`src/rtl/xadc_pkg.sv`:
```
// xadc_pkg: DRP addressing, ADC width and sequencer state encoding shared by the XADC winner detector.
package xadc_pkg;
    localparam logic [6:0] DRP_AUX_BASE = 7'h10;
    localparam int ADC_BITS = 12;
    typedef enum logic [1:0] {S_IDLE, S_REQ, S_WAIT, S_DECIDE} state_t;
endpackage

```
`src/rtl/winner_debounce.sv`:
```
// winner_debounce: requires HOLD_SWEEPS identical consecutive candidates before the classified output moves.
module winner_debounce #(
    parameter int HOLD_SWEEPS = 3
) (
    input  logic       clk_i,
    input  logic       rst_ni,
    input  logic       decide_i,
    input  logic       abort_i,
    input  logic       cand_valid_i,
    input  logic [1:0] cand_idx_i,
    output logic [1:0] network_output_o,
    output logic       output_valid_o
);
    localparam logic [7:0] HMAX = 8'(HOLD_SWEEPS);
    logic [2:0] prev_q, cand;
    logic [7:0] hold_q, hold_d;
    assign cand = {cand_valid_i, cand_valid_i ? cand_idx_i : 2'b00};
    assign hold_d = (cand != prev_q) ? 8'd1 : (hold_q >= HMAX ? HMAX : hold_q + 8'd1);
    always_ff @(posedge clk_i or negedge rst_ni)
        if (!rst_ni) begin
            prev_q <= '0;
            hold_q <= '0;
            network_output_o <= '0;
            output_valid_o <= 1'b0;
        end else if (decide_i) begin
            prev_q <= cand;
            hold_q <= hold_d;
            if (hold_d == HMAX) begin
                network_output_o <= cand[1:0];
                output_valid_o <= cand[2];
            end
        end else if (abort_i) begin
            hold_q <= '0;
        end
endmodule

```
`src/rtl/xadc_winner_detector.sv`:
```
// xadc_winner_detector: per-EOS DRP sweep of aux channels, picks the highest channel above THRESHOLD
// and publishes it through a sweep debouncer.
module xadc_winner_detector
    import xadc_pkg::*;
#(
    parameter int                  NUM_CH      = 4,
    parameter logic [ADC_BITS-1:0] THRESHOLD   = 12'h800,
    parameter int                  HOLD_SWEEPS = 3,
    parameter int                  DRP_TIMEOUT = 255
) (
    input  logic                S_AXI_ACLK,
    input  logic                S_AXI_ARESETN,
    input  logic                EOS,
    input  logic                DRDY,
    input  logic [15:0]         DO,
    output logic [6:0]          DADDR,
    output logic                DEN,
    output logic                DWE,
    output logic [15:0]         DI,
    output logic [1:0]          network_output,
    output logic                output_valid,
    output logic [ADC_BITS-1:0] ch_max,
    input  logic                clr_err,
    output logic                timeout_err,
    output logic                overrun_err
);
    localparam logic [1:0] LAST = 2'(NUM_CH - 1);
    localparam logic [7:0] TLIM = 8'(DRP_TIMEOUT - 1);
    state_t state_q;
    logic [1:0] idx_q, run_idx_q;
    logic [ADC_BITS-1:0] run_max_q, ch_max_q, code;
    logic [7:0] tcnt_q;
    logic [6:0] daddr_q;
    logic tout_q, ovr_q, decide, abort, unused_lsbs;
    assign code = DO[15:4];
    assign unused_lsbs = ^DO[3:0];
    assign decide = state_q == S_DECIDE;
    // DRDY on the last allowed cycle still counts as a response
    assign abort = state_q == S_WAIT && !DRDY && tcnt_q == TLIM;
    assign DEN = state_q == S_REQ;
    assign DWE = 1'b0;
    assign DI = '0;
    assign DADDR = daddr_q;
    assign ch_max = ch_max_q;
    assign timeout_err = tout_q;
    assign overrun_err = ovr_q;
    always_ff @(posedge S_AXI_ACLK or negedge S_AXI_ARESETN)
        if (!S_AXI_ARESETN) begin
            state_q <= S_IDLE;
            idx_q <= '0;
            run_idx_q <= '0;
            run_max_q <= '0;
            ch_max_q <= '0;
            tcnt_q <= '0;
            daddr_q <= '0;
            tout_q <= 1'b0;
            ovr_q <= 1'b0;
        end else begin
            ovr_q <= (EOS && state_q != S_IDLE) || (ovr_q && !clr_err);
            tout_q <= abort || (tout_q && !clr_err);
            case (state_q)
                S_IDLE: if (EOS) begin
                    daddr_q <= DRP_AUX_BASE + 7'(idx_q);
                    state_q <= S_REQ;
                end
                S_REQ: state_q <= S_WAIT;
                S_WAIT: if (DRDY) begin
                    tcnt_q <= '0;
                    if (code > run_max_q) begin
                        run_max_q <= code;
                        run_idx_q <= idx_q;
                    end
                    if (idx_q == LAST) state_q <= S_DECIDE;
                    else begin
                        idx_q <= idx_q + 2'd1;
                        daddr_q <= DRP_AUX_BASE + 7'(idx_q + 2'd1);
                        state_q <= S_REQ;
                    end
                end else if (abort) begin
                    tcnt_q <= '0;
                    idx_q <= '0;
                    run_max_q <= '0;
                    run_idx_q <= '0;
                    state_q <= S_IDLE;
                end else tcnt_q <= tcnt_q + 8'd1;
                default: begin
                    ch_max_q <= run_max_q;
                    idx_q <= '0;
                    run_max_q <= '0;
                    run_idx_q <= '0;
                    state_q <= S_IDLE;
                end
            endcase
        end
    winner_debounce #(.HOLD_SWEEPS(HOLD_SWEEPS)) u_debounce (
        .clk_i            (S_AXI_ACLK),
        .rst_ni           (S_AXI_ARESETN),
        .decide_i         (decide),
        .abort_i          (abort),
        .cand_valid_i     (run_max_q >= THRESHOLD),
        .cand_idx_i       (run_idx_q),
        .network_output_o (network_output),
        .output_valid_o   (output_valid)
    );
endmodule

```
`config.mk`:
```
export PLATFORM = sky130hd
export DESIGN_NAME = xadc_winner_detector
export DESIGN_NICKNAME = d
export VERILOG_FILES = /design/src/rtl/xadc_pkg.sv /design/src/rtl/winner_debounce.sv /design/src/rtl/xadc_winner_detector.sv
export SDC_FILE = /design/constraint.sdc
export NUM_CORES = 1
export LEC_CHECK = 0
export CORE_ASPECT_RATIO = 2
export CORE_MARGIN = 1
export CORE_UTILIZATION = 47
export DETAILED_ROUTE_END_ITERATION = 10
export GPL_ROUTABILITY_DRIVEN = 0
export PLACE_DENSITY = 0.8
export SLEW_MARGIN = 20
export SYNTH_ARGS = -nofsm -noshare
export SYNTH_HDL_FRONTEND = slang
export SYNTH_SLANG_ARGS = --single-unit
```
`constraint.sdc`:
```
create_clock -name S_AXI_ACLK -period 2.4 [get_ports S_AXI_ACLK]
set_clock_uncertainty 0.05 [all_clocks]
set_input_delay 0.48 -clock S_AXI_ACLK [delete_from_list [all_inputs] [get_ports S_AXI_ACLK]]
set_output_delay 0.48 -clock S_AXI_ACLK [all_outputs]
set_load 0.02 [all_outputs]
```
Word level (Yosys, flattened, before mapping)
Cells that the tools add are included.
{ "classes": {"n_eq_ne": 13, "n_lt_le_gt_ge": 3, "shifts": 0, "n_mul": 0, "addsub": 6, "n_bitwise": 1, "reduce_logical": 20, "div_mod_pow": 0, "n_mux": 26} }
{ "ops": {"columns": ["cell", "n"], "rows": [
  ["$mux W8", 6],
  ["$mux W12", 3],
  ["$pmux W12 S2", 1],
  ["$mux W7", 3],
  ["$mux W2", 9],
  ["$add A8 B1 Y8 const B", 2],
  ["$pmux W7 S2", 1],
  ["$ge A12 B12 Y1 const B", 1],
  ["$gt A12 B12 Y1", 1],
  ["$eq A8 B2 Y1 const B", 1],
  ["$eq A8 B8 Y1 const B", 1],
  ["$ge A8 B2 Y1 const B", 1],
  ["$pmux W2 S2", 2],
  ["$add A5 B2 Y6 const A", 1],
  ["$add A5 B3 Y6 const A", 1],
  ["$eq A2 B2 Y1 const B", 3],
  ["$ne A2 B2 Y1 const B", 3],
  ["$ne A3 B3 Y1 const B", 2],
  ["$pmux W2 S3", 1],
  ["$reduce_and A3 Y1", 2],
  ["$reduce_bool A2 Y1", 3],
  ["$logic_and A1 B1 Y1", 5],
  ["$reduce_and A2 Y1", 2],
  ["$reduce_and A4 Y1", 1],
  ["11 further kinds", 13]
]} }
{ "word_totals": {"rom_bits": 0, "ram_bits": 0, "inputBits": 21, "latch_bits": 0, "register_bits": 61, "mem_count": 0, "out_inout_bits": 42} }

Longest topological paths before layout
Gate-level depths: netlist (run 1).
{ "depth": {"word_depth": 6, "ltp_mapped": 9} }

By module
A second synthesis (run 1) with hierarchy kept.
{ "unflattened": {"hier_cells": 332, "area_unflattened_um2": 3231.8} }
{ "by_module_without_submodules": {"columns": ["module", "n_inst", "cells_per_inst", "area_each_um2"], "rows": [
  ["xadc_winner_detector", 1, 286, 2601.2],
  ["winner_debounce", 1, 46, 630.6]
]} }

Worst setup path after synthesis (run 1)
Ideal clock, no wire load.
{ "synth_timing": {"path_type": "reg2reg", "from": "register run_max_q[11]", "to": "register run_idx_q[0]", "synth_period_minus_slack_ns": 2.310, "n_path_buf": 3, "t_arrival_ns": 2.134, "path_slack_ns": 0.090, "path_stages_with_launch": 10, "path_cell_list": "dfrtp_1 clkbuf_1 inv_1 ha_1 and4_1 and2_4 buf_6 o311a_4 buf_6 a221o_1"} }
{ "synth_via": {"elab_chain_len": 3} }
{ "synth_rtl": {"columns": ["element", "line", "source"], "rows": [
  ["start: declaration", "xadc_winner_detector.sv:31", "logic [ADC_BITS-1:0] run_max_q, ch_max_q, code;"],
  ["start signal: assignment", "xadc_winner_detector.sv:70", "run_max_q <= code;"],
  ["$gt A12 B12 Y1", "xadc_winner_detector.sv:69", "if (code > run_max_q) begin"],
  ["$ne A3 B2 Y1 (no source line)", null, null],
  ["$reduce_and A3 Y1 (no source line)", null, null],
  ["end signal: assignment", "xadc_winner_detector.sv:71", "run_idx_q <= idx_q;"],
  ["end: declaration", "xadc_winner_detector.sv:30", "logic [1:0] idx_q, run_idx_q;"]
]} }
Every way passes these cells.
A chain may end at the register's enable or synchronous reset.

Worst setup path after layout (run 1)
{ "layout_timing": {"from": "input DO[13]", "to": "register run_max_q[5]"} }
{ "layout_via": {"elab_chain_len": 3} }
{ "layout_rtl": {"columns": ["element", "line", "source"], "rows": [
  ["start: declaration", "xadc_winner_detector.sv:15", "input logic [15:0] DO,"],
  ["$gt A12 B12 Y1", "xadc_winner_detector.sv:69", null],
  ["$ne A3 B2 Y1 (no source line)", null, null],
  ["$reduce_and A3 Y1 (no source line)", null, null]
]} }
Every way passes these cells.

==> impl_metrics.prom, run 1 <==
# TYPE chip_impl_metric gauge
chip_impl_metric{name="ys_warn_count",unit=""} 0
chip_impl_metric{name="worstSkewPairLatency",unit="ns"} 0.32
chip_impl_info{name="worstSetupEndpointType",value="flip-flop"} 1
chip_impl_metric{name="internal-power",unit="mW"} 2.97
chip_impl_metric{name="fp-row-count",unit=""} 41
chip_impl_metric{name="synthesis.area_per_instance",unit="um2"} 9.24
chip_impl_info{name="dominant_combinational_cell_family_by_area_after_synthesis",value="simple AND/OR/NAND/NOR gates"} 1
chip_impl_metric{name="antenna_cells",unit=""} 0
chip_impl_metric{name="grt_first_pass_wirelength",unit="um"} 12100
chip_impl_info{name="hold_class",value="in2async"} 1
chip_impl_metric{name="cts.sinks",unit=""} 58
chip_impl_metric{name="clk_path_buf_depth",unit=""} 2
chip_impl_metric{name="die_height",unit="um"} 117
chip_impl_metric{name="start_util",unit="%"} 49.2
chip_impl_metric{name="regToRegSetupSlack",unit="ns"} 0.18
chip_impl_info{name="yosys-top-cells-area",value="sky130_fd_sc_hd__dfrtp_1, sky130_fd_sc_hd__nand2_1, sky130_fd_sc_hd__ha_1"} 1
chip_impl_metric{name="clock_power_share",unit="%"} 29.6
chip_impl_metric{name="coreArea",unit="mm2"} 0.00636
chip_impl_metric{name="vias_after_detailed_routing",unit=""} 2617
chip_impl_metric{name="count_of_fill_cells_added_during_filler_insertion",unit=""} 551
chip_impl_info{name="synthTopCellsByCount",value="sky130_fd_sc_hd__nand2_1, sky130_fd_sc_hd__dfrtp_1, sky130_fd_sc_hd__o21ai_1"} 1
chip_impl_metric{name="achievable-frequency",unit="MHz"} 430
chip_impl_metric{name="timing.final.setup_violations",unit=""} 0
chip_impl_info{name="rsz0062_at_grt",value="no"} 1
chip_impl_metric{name="cts_hold_buf",unit=""} 0
chip_impl_metric{name="ir_worst_vdd",unit="uV"} 554
chip_impl_info{name="synth.most_common_cell",value="sky130_fd_sc_hd__nand2_1"} 1
chip_impl_metric{name="critical_path_arrival",unit="ns"} 2.48
chip_impl_metric{name="yosys.area_share.simple",unit="%"} 17.5
chip_impl_metric{name="fin_nets",unit=""} 421
chip_impl_metric{name="grt_overflow",unit=""} 0
chip_impl_metric{name="synth_largest_type_area_fraction",unit="%"} 46.3
chip_impl_metric{name="final_period_minus_worst_setup_slack",unit="ns"} 2.32
chip_impl_metric{name="synth-compound-area-share",unit="%"} 16.9
chip_impl_metric{name="via_per_inst",unit=""} 5.51
chip_impl_metric{name="yosys.cell_types.count",unit=""} 42
chip_impl_metric{name="reg2reg_depth",unit=""} 7
chip_impl_metric{name="p_seq_share",unit="%"} 33.5
chip_impl_metric{name="synth_edf_count",unit=""} 0
chip_impl_info{name="ys_dominant_reg_cell",value="sky130_fd_sc_hd__dfrtp_1"} 1
chip_impl_metric{name="grt_start_max_net_pins",unit=""} 59
chip_impl_metric{name="clock_pin_slew_reported_for_the_worst_setup_and_hold_paths_after_clock_tree_synthesis",unit="ns"} 0.05
chip_impl_info{name="timing.critical_path.from_type",value="primary input"} 1
chip_impl_metric{name="finalMaxSlewViolations",unit=""} 0
chip_impl_info{name="timing.rr.start",value="run_max_q[1]"} 1
chip_impl_metric{name="comb_power_share",unit="%"} 36.9
chip_impl_metric{name="inserted_clock_buffers",unit=""} 9
chip_impl_metric{name="synth-adder-area-share",unit="%"} 6.39
chip_impl_metric{name="sw_frac_of_total",unit="%"} 36.0
chip_impl_metric{name="area_enclosed_by_the_die_boundary",unit="mm2"} 0.00701
chip_impl_metric{name="detailedRoute.firstPassIterationCount",unit=""} 5
chip_impl_metric{name="synthArstFlopShare",unit="%"} 100
chip_impl_metric{name="place_inst",unit=""} 458
chip_impl_metric{name="synth_mux_area_share",unit="%"} 2.48
chip_impl_metric{name="htree_num_levels",unit=""} 3
chip_impl_metric{name="setup_ws",unit="ns"} 0.0758
chip_impl_info{name="post-synth-top-area-cell",value="sky130_fd_sc_hd__dfrtp_1"} 1
chip_impl_metric{name="ioPinCount",unit=""} 63
chip_impl_metric{name="layout.cells.non_filler",unit=""} 475
chip_impl_metric{name="worst_slew_margin_relative_to_its_limit",unit="%"} 48.2
chip_impl_metric{name="worst_ep_required_time",unit="ns"} 2.56
chip_impl_info{name="worstReg2RegEnd",value="run_max_q[5]"} 1
chip_impl_metric{name="cap_violations",unit=""} 0
chip_impl_metric{name="synthesis_to_layout_area_growth",unit="%"} 24.7
chip_impl_metric{name="parity_gate_share_of_the_synthesized_area_counting_xor_and_xnor_cells",unit="%"} 1.12
chip_impl_metric{name="post-place-ws",unit="ns"} -0.305
chip_impl_metric{name="initialDrtViolationCount",unit=""} 201
chip_impl_metric{name="min_period_over_period",unit="%"} 96.8
chip_impl_metric{name="groute.usage.overall",unit="%"} 22.8
chip_impl_metric{name="pwr_density_cell",unit="mW/mm2"} 1190
chip_impl_metric{name="totalWireLength",unit="um"} 7220
chip_impl_metric{name="p_leak",unit="nW"} 1.79
chip_impl_metric{name="timing.critical_path.fanout_max",unit=""} 7
chip_impl_metric{name="drtAntennaViolNets",unit=""} 0
chip_impl_metric{name="die-width",unit="um"} 59.7
chip_impl_metric{name="synth.ff_latch_count",unit=""} 58
chip_impl_metric{name="port-buffer-count",unit=""} 38
chip_impl_metric{name="drive_above_1_share",unit="%"} 9.25
chip_impl_metric{name="seq_area_frac_synth",unit="%"} 46.3
chip_impl_metric{name="setup-tns-final",unit="ns"} 0
chip_impl_info{name="run_status",value="complete, no violations"} 1
chip_impl_info{name="critPathKind",value="in2reg"} 1
chip_impl_metric{name="total_switching_power",unit="mW"} 1.67
chip_impl_info{name="cts_root_buffer",value="sky130_fd_sc_hd__clkbuf_16"} 1
chip_impl_info{name="cts_tree",value="built"} 1
chip_impl_metric{name="antenna_found_initial",unit=""} 0
chip_impl_metric{name="worstMarginPinSlew",unit="ns"} 0.771
chip_impl_metric{name="hpwlAfterDp",unit="um"} 4900
chip_impl_metric{name="hold_viol",unit=""} 0
chip_impl_metric{name="avgRoutedWirePerCell",unit="um"} 15.2
chip_impl_metric{name="mappedNetlistArea",unit="mm2"} 0.00313
chip_impl_metric{name="drt_drc_violations_left",unit=""} 0
chip_impl_metric{name="first_global_vias",unit=""} 2580
chip_impl_metric{name="postCtsSetupRepairBufs",unit=""} 0
chip_impl_metric{name="synth_cells",unit=""} 339
[cell families after synthesis]
family / after synthesis
other: 1
muxes: 7
DFF: 58
and+or+nand+nor: 120
buffers and inverters: 52
AOI/OAI and AO/OA: 81
adders and majority gates: 16
xor gates and xnor gates: 4
[through the flow]
stage	total power, mW	area (um2)	hold slack, ns	utilization (%)
floorplan	2.62	3200	0.134	-
global placement	3.16	3560	0.399	55.9
detailed placement	3.24	3560	0.401	55.9
CTS	4.65	3880	0.111	60.9
global route	4.93	3900	0.129	61.4
finish	4.64	3900	0.100	61.4
[layout make-up]
type                            instances  area [um2]  share of cell area, %
Timing Repair Buffer                   49         473                   12.1
Tap cell                               86         108                   2.76
Multi-Input combinational cell        249        1490                   38.1
Clock buffer                           11         243                   6.22
Clock inverter                          5        77.6                   1.99
Sequential cell                        58        1450                   37.2
Inverter                               17        63.8                   1.63
[power groups by stage]
stage | combinational (mW) | clock (mW) | sequential, mW
3_3_place_gp | 1.62 | 0 | 1.54
6_report | 1.71 | 1.37 | 1.55
3_5_place_dp | 1.68 | 0 | 1.56
4_1_cts | 1.70 | 1.39 | 1.55
5_1_grt | 1.89 | 1.44 | 1.60
2_1_floorplan | 0.987 | 0 | 1.64
[layer usage]
metal	part of all wire [%]	global-route usage, %	wire (um)
met1	37	26.3	2700
met2	55	38.2	4000
met3	4.9	5.73	352
met4	2.2	9.74	160
met5	0	0	0
[cells in the final DEF (no fill, tap or decap), types with 3 or more instances in the layout]
cell                              instances
sky130_fd_sc_hd__mux2_1                   3
sky130_fd_sc_hd__nor2b_1                  5
sky130_fd_sc_hd__nor2_1                  22
sky130_fd_sc_hd__buf_4                   10
sky130_fd_sc_hd__dfrtp_1                 58
sky130_fd_sc_hd__o21ai_0                 17
sky130_fd_sc_hd__a21oi_2                  3
sky130_fd_sc_hd__nand3_1                  7
sky130_fd_sc_hd__a21oi_1                  8
sky130_fd_sc_hd__inv_1                   17
sky130_fd_sc_hd__nand4_1                  4
sky130_fd_sc_hd__a221o_1                 14
sky130_fd_sc_hd__conb_1                  20
sky130_fd_sc_hd__and2_1                   8
sky130_fd_sc_hd__mux2_2                   3
sky130_fd_sc_hd__ha_1                    16
sky130_fd_sc_hd__clkdlybuf4s50_1         36
sky130_fd_sc_hd__o21ai_1                 28
sky130_fd_sc_hd__clkbuf_16                9
sky130_fd_sc_hd__nand2_1                 60
[worst max-delay path by stage]
stage                               to  cells after the start  slack (ns)           from
after CTS                 run_max_q[8]                      7        0.05          DO[5]
after global routing      run_max_q[0]                      7        0.02         DO[11]
final                     run_max_q[5]                      7        0.08         DO[13]
after floorplan           run_idx_q[0]                      9        0.09  run_max_q[11]
after detailed placement  run_max_q[5]                      7       -0.31          DO[5]
after global placement    run_max_q[6]                      7       -0.27          DO[5]
[what timing repair did]
item,CTS,global route
hold endpoints to repair,0,0
gates resized for setup,0,3
setup endpoints to repair,0,13
[critical path, cell delays in order]
cell and delay (ns):
sky130_fd_sc_hd__clkdlybuf4s50_1 0.46, sky130_fd_sc_hd__ha_1 0.32, sky130_fd_sc_hd__and4_1 0.22, sky130_fd_sc_hd__nand2_1 0.11, sky130_fd_sc_hd__a21oi_2 0.07, sky130_fd_sc_hd__o311a_4 0.44, sky130_fd_sc_hd__a221o_1 0.36
[flip-flops by register name (all words and copies together), names as in the netlist, 2 cells and up]
register and count:
run_max_q 12, state_q 2, ch_max 12, u_debounce.prev_q 3, u_debounce.network_output_o 2, u_debounce.hold_q 8, DADDR 4, run_idx_q 2
idx_q 2, tcnt_q 8
(Power assumes the default switching activity.)
==> run 2, diff against run 1 <==
--- a/config.mk
+++ b/config.mk
@@ -6,7 +6,7 @@
 export NUM_CORES = 1
 export LEC_CHECK = 0
 export CORE_ASPECT_RATIO = 2
-export CORE_MARGIN = 1
+export CORE_MARGIN = 2
 export CORE_UTILIZATION = 47
 export DETAILED_ROUTE_END_ITERATION = 10
 export GPL_ROUTABILITY_DRIVEN = 0
==> run 2 against run 1 <==
Core utilization fell by 0.48 points. Register-to-register slack better by 0.08 ns. Wire length is 7.3% lower. Critical path depth is the same. Clock power grew 15%. Final area increased by 1.6%. Maximum frequency decreased by 0.46%. Sequential power hardly changed. Via count down 4.5%. Count of clock-buffer cells in the layout is the same. Die area is 5.1% higher. Global-route usage fell by 2.2 points. Highest routed layer unchanged.
==> impl_metrics.prom, run 2 (same netlist as run 1, synthesis figures left out) <==
# TYPE chip_impl_metric gauge
chip_impl_metric{name="clock_pin_slew_reported_for_the_worst_setup_and_hold_paths_after_clock_tree_synthesis",unit="ns"} 0.05
chip_impl_metric{name="initialDrtViolationCount",unit=""} 113
chip_impl_metric{name="worst_slew_margin_relative_to_its_limit",unit="%"} 57.0
chip_impl_metric{name="timing.final.setup_violations",unit=""} 0
chip_impl_metric{name="antenna_found_initial",unit=""} 0
chip_impl_metric{name="place_inst",unit=""} 465
chip_impl_metric{name="finalMaxSlewViolations",unit=""} 0
chip_impl_info{name="cts_root_buffer",value="sky130_fd_sc_hd__clkbuf_16"} 1
chip_impl_metric{name="drtAntennaViolNets",unit=""} 0
chip_impl_metric{name="ir_worst_vdd",unit="uV"} 1030
chip_impl_metric{name="area_enclosed_by_the_die_boundary",unit="mm2"} 0.00737
chip_impl_metric{name="utilization",unit="%"} 60.9
chip_impl_metric{name="ioPinCount",unit=""} 63
chip_impl_metric{name="multi_input_comb_area",unit="mm2"} 0.00147
chip_impl_metric{name="synthesis_to_layout_area_growth",unit="%"} 26.7
chip_impl_info{name="worstSetupEndpointType",value="flip-flop"} 1
chip_impl_metric{name="cap_violations",unit=""} 0
chip_impl_metric{name="count_of_fill_cells_added_during_filler_insertion",unit=""} 561
chip_impl_metric{name="clk_path_buf_depth",unit=""} 2
chip_impl_info{name="timing.critical_path.from_type",value="primary input"} 1
chip_impl_info{name="rsz0062_at_grt",value="no"} 1
chip_impl_metric{name="p_seq_share",unit="%"} 32.1
chip_impl_metric{name="fp-row-count",unit=""} 42
chip_impl_metric{name="groute.usage.overall",unit="%"} 20.5
chip_impl_metric{name="critPathMaxStageDelay",unit="ns"} 0.46
chip_impl_info{name="run_status",value="complete, no violations"} 1
chip_impl_metric{name="port-buffer-count",unit=""} 38
chip_impl_metric{name="grt_overflow",unit=""} 0
chip_impl_info{name="gate_family_responsible_for_the_most_delay_along_the_worst_path",value="compound AO/OA/AOI/OAI gates"} 1
chip_impl_metric{name="hpwlAfterDp",unit="um"} 4530
chip_impl_metric{name="worstMarginPinSlew",unit="ns"} 0.641
chip_impl_metric{name="critical_path_arrival",unit="ns"} 2.49
chip_impl_info{name="timing.rr.start",value="run_max_q[7]"} 1
chip_impl_metric{name="achievable-frequency",unit="MHz"} 428
chip_impl_metric{name="p_leak",unit="nW"} 1.83
chip_impl_metric{name="totalWireLength",unit="um"} 6690
chip_impl_info{name="hold_class",value="in2async"} 1
chip_impl_metric{name="worstSkewPairLatency",unit="ns"} 0.33
chip_impl_metric{name="timing.critical_path.depth",unit=""} 7
chip_impl_metric{name="antenna_cells",unit=""} 0
chip_impl_info{name="critPathKind",value="in2reg"} 1
chip_impl_info{name="layout_common_cells",value="sky130_fd_sc_hd__nand2_1, sky130_fd_sc_hd__dfrtp_1, sky130_fd_sc_hd__clkdlybuf4s50_1"} 1
chip_impl_metric{name="post-place-ws",unit="ns"} -0.262
chip_impl_metric{name="final_period_minus_worst_setup_slack",unit="ns"} 2.33
chip_impl_metric{name="layout.area.seq",unit="mm2"} 0.00145
chip_impl_metric{name="pwr_density_cell",unit="mW/mm2"} 1210
chip_impl_metric{name="grt_first_pass_wirelength",unit="um"} 11400
chip_impl_info{name="timing.critical_path.from",value="DO[11]"} 1
chip_impl_info{name="cts_tree",value="built"} 1
chip_impl_metric{name="hold_viol",unit=""} 0
chip_impl_metric{name="htree_num_levels",unit=""} 3
chip_impl_metric{name="internal-power",unit="mW"} 3.19
chip_impl_metric{name="detailedRoute.firstPassIterationCount",unit=""} 4
chip_impl_metric{name="cts.sinks",unit=""} 58
chip_impl_metric{name="timing.critical_path.fanout_max",unit=""} 14
chip_impl_metric{name="total_power",unit="mW"} 4.82
chip_impl_metric{name="die_height",unit="um"} 119
chip_impl_metric{name="layout.cells.non_filler",unit=""} 481
chip_impl_metric{name="comb_power_share",unit="%"} 35.3
chip_impl_metric{name="cts_hold_buf",unit=""} 0
chip_impl_metric{name="first_global_vias",unit=""} 2500
chip_impl_metric{name="inserted_clock_buffers",unit=""} 9
chip_impl_metric{name="avgRoutedWirePerCell",unit="um"} 13.9
chip_impl_metric{name="setup_ws",unit="ns"} 0.0651
chip_impl_info{name="slowest_stage",value="sky130_fd_sc_hd__o311a_4"} 1
chip_impl_metric{name="sw_frac_of_total",unit="%"} 33.7
chip_impl_metric{name="worst_ep_required_time",unit="ns"} 2.55
chip_impl_metric{name="postCtsSetupRepairBufs",unit=""} 0
chip_impl_metric{name="grt_start_max_net_pins",unit=""} 39
chip_impl_info{name="crit_chain",value="clkdlybuf4s50_1 > ha_1 > a21oi_2 > o21ai_1 > and2_4 > o311a_4 > a221o_1"} 1
chip_impl_metric{name="clock_power_share",unit="%"} 32.6
chip_impl_metric{name="coreArea",unit="mm2"} 0.00652
chip_impl_metric{name="post_place_cell_area",unit="mm2"} 0.00360
chip_impl_metric{name="final_area",unit="mm2"} 0.00397
chip_impl_metric{name="via_per_inst",unit=""} 5.20
chip_impl_info{name="layout.cells.most_common",value="sky130_fd_sc_hd__nand2_1"} 1
chip_impl_metric{name="reg2reg_depth",unit=""} 7
chip_impl_metric{name="total_switching_power",unit="mW"} 1.62
chip_impl_metric{name="min_period_over_period",unit="%"} 97.3
chip_impl_metric{name="drive_above_1_share",unit="%"} 10.2
chip_impl_metric{name="critPathBufInv",unit=""} 1
chip_impl_metric{name="start_util",unit="%"} 48.1
chip_impl_metric{name="die-width",unit="um"} 61.7
chip_impl_metric{name="fin_nets",unit=""} 425
chip_impl_metric{name="drt_drc_violations_left",unit=""} 0
chip_impl_metric{name="vias_after_detailed_routing",unit=""} 2500
run 2: cell count changes in the layout (fill, tap and decap cells not counted), sizes merged:
cell / previous run / this run
buf: 12 / 17
clkinvlp: 1 / 0
o311a: 2 / 1
bufinv: 2 / 4
dlymetal6s2s: 1 / 0
clkinv: 2 / 1
clkdlybuf4s50: 36 / 37
run 2: final timing paths:
path | end | slack [ns]
max | run_max_q[8] | 0.07
max in group asynchronous | ch_max[2] | 1.66
min in group S_AXI_ACLK | DADDR[4] | 0.42
max reg2reg | run_max_q[8] | 0.26
min | u_debounce.hold_q[3] | 0.07
min reg2reg | DADDR[4] | 0.42
run 2: power groups by stage:
stage | clock network, mW | logic, mW | registers, mW
after floorplan | 0 | 0.987 | 1.64
after global placement | 0 | 1.63 | 1.53
after detailed placement | 0 | 1.67 | 1.55
after CTS | 1.59 | 1.71 | 1.54
after global routing | 1.64 | 1.90 | 1.59
final | 1.57 | 1.70 | 1.54
run 2: routing by layer:
layer,wire [um],GRT usage (%),part of all wire [%],up-vias
li1,-,-,-,1229
met1,2870,27.3,43,1180
met2,3350,30.9,50,79
met3,342,5.65,5.1,12
met4,124,8.38,1.9,0
met5,0,0,0,-
run 2: final cells by class:
| class | instances | area share, % |
|---|---|---|
| inverters | 17 | 1.61 |
| repair buffers | 54 | 12.8 |
| clock inverters | 5 | 3.15 |
| multi-input cells | 248 | 37.0 |
| clock buffers | 11 | 6.12 |
| flip-flops and latches | 58 | 36.6 |
| well taps | 88 | 2.78 |
run 2: metrics by stage:
stage | hold slack, ns | setup TNS, ns
6_report | 0.0671 | 0
5_1_grt | 0.110 | 0
4_1_cts | 0.0791 | 0
3_5_place_dp | 0.405 | -3.44
3_3_place_gp | 0.398 | -3.40
2_1_floorplan | 0.134 | 0
run 2: repair_timing:
item	in CTS	in global routing
gates resized for setup	0	1
endpoints found under the hold margin	0	0
setup endpoints to repair	0	14
==> run 3, diff against run 2 <==
--- a/config.mk
+++ b/config.mk
@@ -10,7 +10,7 @@
 export CORE_UTILIZATION = 47
 export DETAILED_ROUTE_END_ITERATION = 10
 export GPL_ROUTABILITY_DRIVEN = 0
-export PLACE_DENSITY = 0.8
+export PLACE_DENSITY = 0.77
 export SLEW_MARGIN = 20
 export SYNTH_ARGS = -nofsm -noshare
 export SYNTH_HDL_FRONTEND = slang
==> run 3 against run 2 <==
Wire length increased by 6.3%. Combinational power about the same. Highest routed layer unchanged. Maximum frequency increased by 1.6%. Critical endpoint is now run_max_q[7].
==> impl_metrics.prom, run 3 (same netlist as run 1, synthesis figures left out) <==
# TYPE chip_impl_metric gauge
chip_impl_metric{name="clock_pin_slew_reported_for_the_worst_setup_and_hold_paths_after_clock_tree_synthesis",unit="ns"} 0.05
chip_impl_metric{name="met3_length",unit="um"} 362
chip_impl_metric{name="drt_drc_violations_left",unit=""} 0
chip_impl_info{name="timing.critical_path.from_type",value="primary input"} 1
chip_impl_metric{name="hpwlAfterDp",unit="um"} 4700
chip_impl_metric{name="worstSkewPairLatency",unit="ns"} 0.33
chip_impl_metric{name="cts.sinks",unit=""} 58
chip_impl_info{name="hold_class",value="in2async"} 1
chip_impl_metric{name="pwr_density_cell",unit="mW/mm2"} 1170
chip_impl_metric{name="port-buffer-count",unit=""} 38
chip_impl_metric{name="groute.usage.overall",unit="%"} 21.1
chip_impl_metric{name="finalMaxSlewViolations",unit=""} 0
chip_impl_metric{name="area_enclosed_by_the_die_boundary",unit="mm2"} 0.00737
chip_impl_metric{name="post-place-ws",unit="ns"} -0.459
chip_impl_metric{name="setup-tns-final",unit="ns"} 0
chip_impl_metric{name="antenna_found_initial",unit=""} 0
chip_impl_metric{name="count_of_fill_cells_added_during_filler_insertion",unit=""} 594
chip_impl_info{name="worstReg2RegEnd",value="run_max_q[7]"} 1
chip_impl_metric{name="fp-row-count",unit=""} 42
chip_impl_metric{name="critical_path_arrival",unit="ns"} 2.45
chip_impl_metric{name="timing.final.setup_violations",unit=""} 0
chip_impl_metric{name="drive_above_1_share",unit="%"} 9.56
chip_impl_metric{name="regToRegSetupSlack",unit="ns"} 0.21
chip_impl_metric{name="vias_after_detailed_routing",unit=""} 2573
chip_impl_metric{name="met1_length",unit="um"} 3020
chip_impl_info{name="cts_root_buffer",value="sky130_fd_sc_hd__clkbuf_16"} 1
chip_impl_info{name="timing.rr.start",value="run_max_q[1]"} 1
chip_impl_metric{name="reg2reg_depth",unit=""} 7
chip_impl_metric{name="achievable-frequency",unit="MHz"} 435
chip_impl_metric{name="die-width",unit="um"} 61.7
chip_impl_metric{name="synthesis_to_layout_area_growth",unit="%"} 24.0
chip_impl_metric{name="start_util",unit="%"} 48.1
chip_impl_metric{name="htree_num_levels",unit=""} 3
chip_impl_info{name="timing.critical_path.from",value="DO[11]"} 1
chip_impl_metric{name="timing.critical_path.fanout_max",unit=""} 7
chip_impl_metric{name="drtAntennaViolNets",unit=""} 0
chip_impl_metric{name="detailedRoute.firstPassIterationCount",unit=""} 4
chip_impl_metric{name="grt_start_max_net_pins",unit=""} 33
chip_impl_metric{name="final_period_minus_worst_setup_slack",unit="ns"} 2.30
chip_impl_metric{name="grt_first_pass_wirelength",unit="um"} 11800
chip_impl_metric{name="ir_worst_vdd",unit="uV"} 717
chip_impl_metric{name="place_inst",unit=""} 458
chip_impl_metric{name="finalHoldWorstSlack",unit="ns"} 0.106
chip_impl_metric{name="die_height",unit="um"} 119
chip_impl_info{name="rsz0062_at_grt",value="no"} 1
chip_impl_metric{name="coreArea",unit="mm2"} 0.00652
chip_impl_metric{name="antenna_cells",unit=""} 0
chip_impl_info{name="layout_common_cells",value="sky130_fd_sc_hd__nand2_1, sky130_fd_sc_hd__dfrtp_1, sky130_fd_sc_hd__clkdlybuf4s50_1"} 1
chip_impl_info{name="max_used_layer",value="met4"} 1
chip_impl_metric{name="fin_nets",unit=""} 419
chip_impl_metric{name="postCtsSetupRepairBufs",unit=""} 0
chip_impl_metric{name="final_area",unit="mm2"} 0.00388
chip_impl_metric{name="worstMarginPinSlew",unit="ns"} 0.762
chip_impl_metric{name="min_period_over_period",unit="%"} 95.7
chip_impl_info{name="critPathKind",value="in2reg"} 1
chip_impl_metric{name="cap_violations",unit=""} 0
chip_impl_metric{name="hold_viol",unit=""} 0
chip_impl_metric{name="avgRoutedWirePerCell",unit="um"} 15.0
chip_impl_metric{name="setup_ws",unit="ns"} 0.103
chip_impl_metric{name="detailroute.wirelength.met2",unit="um"} 3600
chip_impl_metric{name="initialDrtViolationCount",unit=""} 175
chip_impl_metric{name="clk_path_buf_depth",unit=""} 2
chip_impl_metric{name="first_global_vias",unit=""} 2503
chip_impl_metric{name="totalWireLength",unit="um"} 7110
chip_impl_metric{name="post_place_cell_area",unit="mm2"} 0.00353
chip_impl_info{name="cts_tree",value="built"} 1
chip_impl_metric{name="grt_overflow",unit=""} 0
chip_impl_info{name="worstSetupEndpointType",value="flip-flop"} 1
chip_impl_metric{name="multi_input_comb_area",unit="mm2"} 0.00151
chip_impl_metric{name="worst_slew_margin_relative_to_its_limit",unit="%"} 48.8
chip_impl_info{name="run_status",value="complete, no violations"} 1
chip_impl_metric{name="utilization",unit="%"} 59.6
chip_impl_info{name="endpoint",value="run_max_q[7]"} 1
chip_impl_metric{name="inserted_clock_buffers",unit=""} 9
chip_impl_metric{name="total_power",unit="mW"} 4.54
chip_impl_metric{name="layout.cells.non_filler",unit=""} 475
chip_impl_metric{name="layout.area.seq",unit="mm2"} 0.00145
chip_impl_metric{name="ioPinCount",unit=""} 63
chip_impl_metric{name="worst_ep_required_time",unit="ns"} 2.55
chip_impl_metric{name="via_per_inst",unit=""} 5.42
chip_impl_info{name="layout.cells.most_common",value="sky130_fd_sc_hd__nand2_1"} 1
chip_impl_metric{name="p_leak",unit="nW"} 1.78
-- run 3: changes by cell type in the layout (fill, tap and decap cells not counted), sizes merged --
| cell | previous run | this run |
|---|---|---|
| clkinvlp | 0 | 1 |
| o311a | 1 | 2 |
| clkinv | 1 | 3 |
| clkdlybuf4s50 | 37 | 36 |
| bufinv | 4 | 1 |
| buf | 17 | 10 |
| dlymetal6s2s | 0 | 1 |
-- run 3: critical path, stage by stage --
cell and delay (ns):
sky130_fd_sc_hd__clkdlybuf4s50_1 0.44, sky130_fd_sc_hd__ha_1 0.35, sky130_fd_sc_hd__and4_1 0.21, sky130_fd_sc_hd__nand2_1 0.09
sky130_fd_sc_hd__a21oi_2 0.07, sky130_fd_sc_hd__o311a_4 0.44, sky130_fd_sc_hd__a221o_1 0.37
-- run 3: report_power, final --
part	internal, mW	switching (mW)
clock network	0.853	0.452
registers	1.28	0.262
logic	0.732	0.953
-- run 3: per-layer routing --
layer	vias to the layer above	track usage [%]
met5	-	0
met4	0	9.04
met3	12	5.65
met2	82	31.2
met1	1255	28.7
li1	1224	-
-- run 3: worst min path at each step --
| stage | startpoint | to | slack, ns | cells past startpoint |
|---|---|---|---|---|
| 2_1_floorplan | S_AXI_ARESETN | DADDR[0] | 0.13 | 0 |
| 6_report | S_AXI_ARESETN | timeout_err | 0.11 | 2 |
| 5_1_grt | S_AXI_ARESETN | timeout_err | 0.14 | 2 |
| 4_1_cts | S_AXI_ARESETN | timeout_err | 0.11 | 2 |
| 3_5_place_dp | DADDR[4] | DADDR[4] | 0.41 | 1 |
| 3_3_place_gp | DADDR[4] | DADDR[4] | 0.40 | 1 |
-- run 3: final cells by class --
cell class                      instances  area share [%]
Multi-Input combinational cell        249            38.8
Sequential cell                        58            37.4
Timing Repair Buffer                   47            11.5
Clock buffer                           11            6.51
Tap cell                               88            2.84
Inverter                               17            1.64
Clock inverter                          5            1.35
-- run 3: repair_timing --
action | 4_1_cts | 5_1_grt
cloned | 0 | 1
pin swaps | 0 | 5
hold buffers | 0 | 0
gates resized for setup | 1 | 5
endpoints found under the setup margin | 14 | 14
